$ cat config.mk
export PLATFORM = sky130hd
export DESIGN_NAME = aes_block_loader
export DESIGN_NICKNAME = d
export VERILOG_FILES = /design/src/rtl/aes_block_loader.sv
export SDC_FILE = /design/constraint.sdc
export NUM_CORES = 1
export LEC_CHECK = 0
export CORE_MARGIN = 5
export CORE_UTILIZATION = 52
export CTS_CLUSTER_DIAMETER = 80
export CTS_CLUSTER_SIZE = 10
export DETAILED_ROUTE_END_ITERATION = 8
export HOLD_SLACK_MARGIN = 0.05
export PLACE_DENSITY = 0.91
export SLEW_MARGIN = 5
export SYNTH_ARGS = -nofsm -noshare
export SYNTH_HDL_FRONTEND = slang
export SYNTH_SLANG_ARGS = --single-unit
export TNS_END_PERCENT = 50
$ cat constraint.sdc
create_clock -name clk -period 7.69 [get_ports clk]
set_clock_uncertainty 0.1 [all_clocks]
set_input_delay 1.538 -clock clk [delete_from_list [all_inputs] [get_ports clk]]
set_output_delay 1.538 -clock clk [all_outputs]
set_load 0.005 [all_outputs]
$ cat src/rtl/aes_block_loader.sv
// aes_block_loader
// ----------------
// Upstream feeder for the AES cipher core. Collects a byte stream and packs
// 16 bytes into one 128-bit state block in AES byte order (first byte in
// [127:120], sixteenth in [7:0]). Each block is offered to the cipher on a
// valid/ready output. The final block of a message is flagged, and a short
// trailing block is completed with filler bytes.
//
// Build option:
//   AES_PKCS7_PAD_EN  When defined, a short final block is completed with
//                     PKCS#7 padding. A message that ends exactly on a block
//                     boundary is followed by an extra block of 16 x 8'h10.
//                     When undefined, unused slots take FILL_BYTE and there
//                     is no pad block.
//
// Handshakes: a transfer occurs on a rising clk edge where valid and ready
// are both high. Once valid is raised, data must stay stable until that
// transfer. byte_ready is driven only in FILL, and block_valid only in HOLD
// or PAD, so the two sides never transfer in the same cycle. This gives one
// bubble cycle per block.
//
// Ports:
//   clk          rising-edge clock
//   rst          asynchronous active-high reset
//   byte_in      stream data byte
//   byte_valid   byte_in valid
//   byte_last    byte_in is the final byte of its message
//   byte_ready   loader can accept a byte this cycle
//   block_out    packed 128-bit block
//   block_valid  block_out valid
//   block_ready  cipher accepts the block this cycle
//   block_last   block_out is the final block of its message
//   block_bytes  message bytes carried in block_out (1..16)
//
// FSM state is held in the `state` signal (state_t) for checker binding.
module aes_block_loader #(
    parameter logic [7:0] FILL_BYTE   = 8'h00,
    parameter int         BLOCK_BYTES = 16
) (
    input  logic         clk,
    input  logic         rst,
    input  logic [7:0]   byte_in,
    input  logic         byte_valid,
    input  logic         byte_last,
    output logic         byte_ready,
    output logic [127:0] block_out,
    output logic         block_valid,
    input  logic         block_ready,
    output logic         block_last,
    output logic [4:0]   block_bytes
);

    generate
        if (BLOCK_BYTES != 16) begin : g_bad_block_bytes
            $error("aes_block_loader: BLOCK_BYTES must be 16");
        end
    endgenerate

    typedef enum logic [1:0] {
        S_FILL = 2'd0,
        S_HOLD = 2'd1,
        S_PAD  = 2'd2
    } state_t;

    state_t       state;
    state_t       state_next;
    logic [3:0]   idx;
    logic [127:0] block_q;
    logic [4:0]   bytes_q;
    logic         last_q;
    logic         pad_pending;   // a pad-only block must follow the held block

    logic         byte_xfer;
    logic         block_xfer;
    logic         closing;
    logic [7:0]   fill_val;
    logic         close_last;
    logic [4:0]   close_bytes;
    logic         close_pad;
    logic [127:0] packed_next;

    assign byte_xfer  = byte_valid & byte_ready;
    assign block_xfer = block_valid & block_ready;
    assign closing    = byte_last | (idx == 4'd15);

`ifdef AES_PKCS7_PAD_EN
    // The closing byte sits at idx, so n = idx+1 and the pad value is 16-n = 15-idx.
    assign fill_val    = {4'h0, 4'd15 - idx};
    assign close_bytes = 5'd16;
    // A message ending on a block boundary still needs its pad block, so
    // that data block is not the last one.
    assign close_last  = byte_last & (idx != 4'd15);
    assign close_pad   = byte_last & (idx == 4'd15);
`else
    assign fill_val    = FILL_BYTE;
    assign close_bytes = {1'b0, idx} + 5'd1;
    assign close_last  = byte_last;
    assign close_pad   = 1'b0;
`endif

    // Block contents after accepting byte_in at slot idx. On a closing byte,
    // every slot after idx also receives the filler value.
    always_comb begin
        packed_next = block_q;
        for (int i = 0; i < 16; i++) begin
            if (4'(i) == idx)
                packed_next[127-8*i -: 8] = byte_in;
            else if (closing && (4'(i) > idx))
                packed_next[127-8*i -: 8] = fill_val;
        end
    end

    // State register
    always_ff @(posedge clk or posedge rst) begin
        if (rst) state <= S_FILL;
        else     state <= state_next;
    end

    // Next-state logic
    always_comb begin
        state_next = state;
        case (state)
            S_FILL:  if (byte_xfer && closing) state_next = S_HOLD;
            S_HOLD:  if (block_ready) state_next = pad_pending ? S_PAD : S_FILL;
            S_PAD:   if (block_ready) state_next = S_FILL;
            default: state_next = S_FILL;
        endcase
    end

    // Output logic. byte_ready is masked by rst so that it stays low for the
    // whole reset, even though the reset state is FILL.
    always_comb begin
        byte_ready  = 1'b0;
        block_valid = 1'b0;
        case (state)
            S_FILL:       byte_ready  = ~rst;
            S_HOLD, S_PAD: block_valid = 1'b1;
            default:      ;
        endcase
    end

    // Datapath. A byte transfer and a block transfer never occur in the same
    // cycle, because ready and valid come from different states.
    always_ff @(posedge clk or posedge rst) begin
        if (rst) begin
            idx         <= 4'd0;
            block_q     <= 128'h0;
            bytes_q     <= 5'd0;
            last_q      <= 1'b0;
            pad_pending <= 1'b0;
        end else if (byte_xfer) begin
            block_q <= packed_next;
            if (closing) begin
                idx         <= 4'd0;
                bytes_q     <= close_bytes;
                last_q      <= close_last;
                pad_pending <= close_pad;
            end else begin
                idx <= idx + 4'd1;
            end
        end else if (block_xfer) begin
            if (pad_pending) begin
                block_q     <= {16{8'h10}};
                bytes_q     <= 5'd16;
                last_q      <= 1'b1;
                pad_pending <= 1'b0;
            end else begin
                block_q <= 128'h0;
                bytes_q <= 5'd0;
                last_q  <= 1'b0;
            end
        end
    end

    assign block_out   = block_q;
    assign block_bytes = bytes_q;
    assign block_last  = last_q;

endmodule

==> impl_metrics.env <==
export IMPL_antenna_found_initial=0
export IMPL_num_vias=4187
export IMPL_htree_levels=4
export IMPL_slew_headroom=0.3046
export IMPL_syn_nets=443
export IMPL_setup_worst_path_end_class="output port"
export IMPL_finalWeightedCongestion=0.8490
export IMPL_clk_latency_ns=0.51
export IMPL_cts_tree="done"
export IMPL_post_cts_buffers=0
export IMPL_fin_crit_sh=0.5770
export IMPL_via_per_inst=5.914
export IMPL_slew_violations=0
export IMPL_critPathLaunch="rst"
export IMPL_ant_nets=0
export IMPL_synth_ff_type="dfrtp_1"
export IMPL_clock_root_buffer="clkbuf_8"
export IMPL_final_hold_violation_count=0
export IMPL_dieHeight_um=112.5
export IMPL_multi_input_area_um2=1814
export IMPL_yosysTopAreaCell="dfrtp_1"
export IMPL_critical_path_class="input port to output port"
export IMPL_worst_pin_slew_ns=1.035
export IMPL_synth_edff_count=0
export IMPL_drc=0
export IMPL_fillers=717
export IMPL_synth_top_area_share=0.6372
export IMPL_grt_pass1_vias=4401
export IMPL_cts_buffers=17
export IMPL_synth_seq_cells=139
export IMPL_antennaDiodeCount=0
export IMPL_io_pins=149
export IMPL_row_count=37
export IMPL_globalRouteTotalUtil=0.2463
export IMPL_cts_buffer_depth=2
export IMPL_power_static_leakage_nw=3.355
export IMPL_rrSetupSlack_ns=5.10
export IMPL_crit_arrival_ns=2.80
export IMPL_post_cts_resized=0
export IMPL_initial_core_util=0.5312
export IMPL_grt_max_degree=140
export IMPL_r2r_end="block_out[105]"
export IMPL_holdBufCountCts=0
export IMPL_fin_tns_setup_ns=0
export IMPL_grt_overflow=0
export IMPL_critPathMaxFanout=6
export IMPL_p_total_mw=1.848
export IMPL_synth_area_leaders="dfrtp_1 (64%), a22o_1 (20%), nand2_1 (2.1%)"
export IMPL_dp_hpwl_mm=9.965
export IMPL_postLayoutCellArea_um2=7532
export IMPL_clock_fmax_mhz=225.4
export IMPL_power_density_nw_per_um2=245.3
export IMPL_reg2reg_from="idx[2]"
export IMPL_routed_wl_mm=15.23
export IMPL_setup_viol=0
export IMPL_placedInstanceArea_um2=6972
export IMPL_die_area_um2=12650
export IMPL_avgRoutedWirePerCell_um=21.51
export IMPL_synthCells=427
export IMPL_ys_warn_count=0
export IMPL_avgSynthCellArea_um2=12.78
export IMPL_clock_sinks=139
export IMPL_worstHoldPathType="flip-flop to flip-flop"
export IMPL_die_w_um=112.5
export IMPL_yosysSeqAreaShare=0.6372
export IMPL_syn_area_um2=5459
export IMPL_clk_pin_slew_ns=0.06
export IMPL_rsz0062_at_grt="no"
export IMPL_status="complete, no violations"
export IMPL_final_layout_size_suffix_gt1_frac=0.07343
export IMPL_port_buffers=148
export IMPL_core_um2=10280
export IMPL_cp_required_ns=6.05
export IMPL_synth_async_reset_ratio=1.000
export IMPL_ir_drop_v=0.0001315
export IMPL_worstSetupEndpoint="byte_ready"
export IMPL_drt_iter0_markers=252
export IMPL_synth_cell_types=34
export IMPL_cap_violations=0
export IMPL_regArea_um2=3478
export IMPL_post_route_min_period_ns=4.437
export IMPL_area_delta_synth_final_pct=37.98
export IMPL_setup_worst_path_start_class="input port"
export IMPL_grt_pass1_wl_mm=24.52
export IMPL_nets=576
export IMPL_dr_pass1_iters=5
export IMPL_reg2reg_depth=4
## power by group
group / internal [mW] / switching [mW]
sequential: 0.782 / 0.0485
combinational: 0.132 / 0.124
clock: 0.447 / 0.314
## layout make-up
| cell class | count | share of cell area |
|---|---|---|
| sequential | 139 | 0.4618 |
| multi-input combinational | 248 | 0.2409 |
| timing repair buffer | 148 | 0.1967 |
| clock buffer | 19 | 0.05864 |
| tap | 136 | 0.02259 |
| clock inverter | 12 | 0.01545 |
| inverter | 6 | 0.003987 |
## flip-flops by register name, indices dropped and copies added, names as in the netlist
register and flops:
block_bytes 5, block_last 1, block_out 128, idx 4, state 1
## cells by family after synthesis
logic type / synth area share
AOI/OAI and AO/OA: 0.2427
DFF: 0.6372
and+or+nand+nor: 0.07953
buffers and inverters: 0.03048
adders and majority gates: 0.006877
xor gates and xnor gates: 0.003209
## worst max-delay path: stages
cell	delay, ns
clkdlybuf4s50_1	0.58
nor2_1	0.16
clkdlybuf4s50_1	0.51
## Yosys cell counts, drive strengths merged (3+ instances only)
| library cell | count |
|---|---|
| a21oi | 12 |
| a22o | 122 |
| and2 | 3 |
| buf | 17 |
| clkbuf | 17 |
| dfrtp | 139 |
| ha | 3 |
| inv | 6 |
| nand2 | 31 |
| nand2b | 4 |
| nand3 | 9 |
| nor2 | 18 |
| nor3b | 3 |
| o21ai | 23 |
## routing by layer
layer / track usage / up-vias / wire (µm) / part of all wire
met1: 0.3470 / 2090 / 6667 / 0.44
met5: 0 / - / 0 / 0
met4: 0.06090 / 0 / 200 / 0.013
li1: - / 1856 / - / -
met3: 0.07224 / 20 / 1407 / 0.092
met2: 0.3794 / 221 / 6956 / 0.46
## cell usage in the layout, fill, tap and decap left out, types with 2 or more instances in the layout
cell	netlist	routed
a21o_1	2	2
a21oi_1	12	12
a22o_1	122	122
a31oi_1	2	2
and2_1	3	3
and3_1	2	2
clkbuf_16	0	16
clkbuf_8	0	3
clkdlybuf4s50_1	0	148
clkinv_4	0	2
clkinvlp_4	0	5
dfrtp_1	139	139
ha_1	3	3
inv_1	6	5
inv_6	0	3
nand2_1	31	31
nand2b_1	4	4
nand3_1	9	9
nor2_1	17	17
nor3_1	2	2
nor3b_4	2	2
o21ai_0	20	20
o21ai_1	3	3
or4b_1	2	2
## per-stage QoR
stage          hold slack [ns]  utilization  worst slack [ns]  std cells
6_report                0.3825       0.7329             3.253        708
5_1_grt                 0.4008       0.7329             3.212        708
4_1_cts                 0.3882       0.7327             3.283        708
3_5_place_dp            0.3742       0.6784             3.283        677
3_3_place_gp            0.3642       0.6784             3.295        677
2_1_floorplan           0.3741            -             2.327        427
## worst min-delay path by stage
| stage | start | cells after the start | endpoint |
|---|---|---|---|
| after floorplan | block_bytes[4] | 1 | block_bytes[4] |
| after global placement | block_bytes[4] | 1 | block_bytes[4] |
| after detailed placement | block_bytes[4] | 1 | block_bytes[4] |
| after CTS | block_bytes[4] | 1 | block_bytes[4] |
| after global routing | block_bytes[4] | 1 | block_bytes[4] |
| final | block_bytes[4] | 1 | block_bytes[4] |
Power figures use the tool's default switching activity.
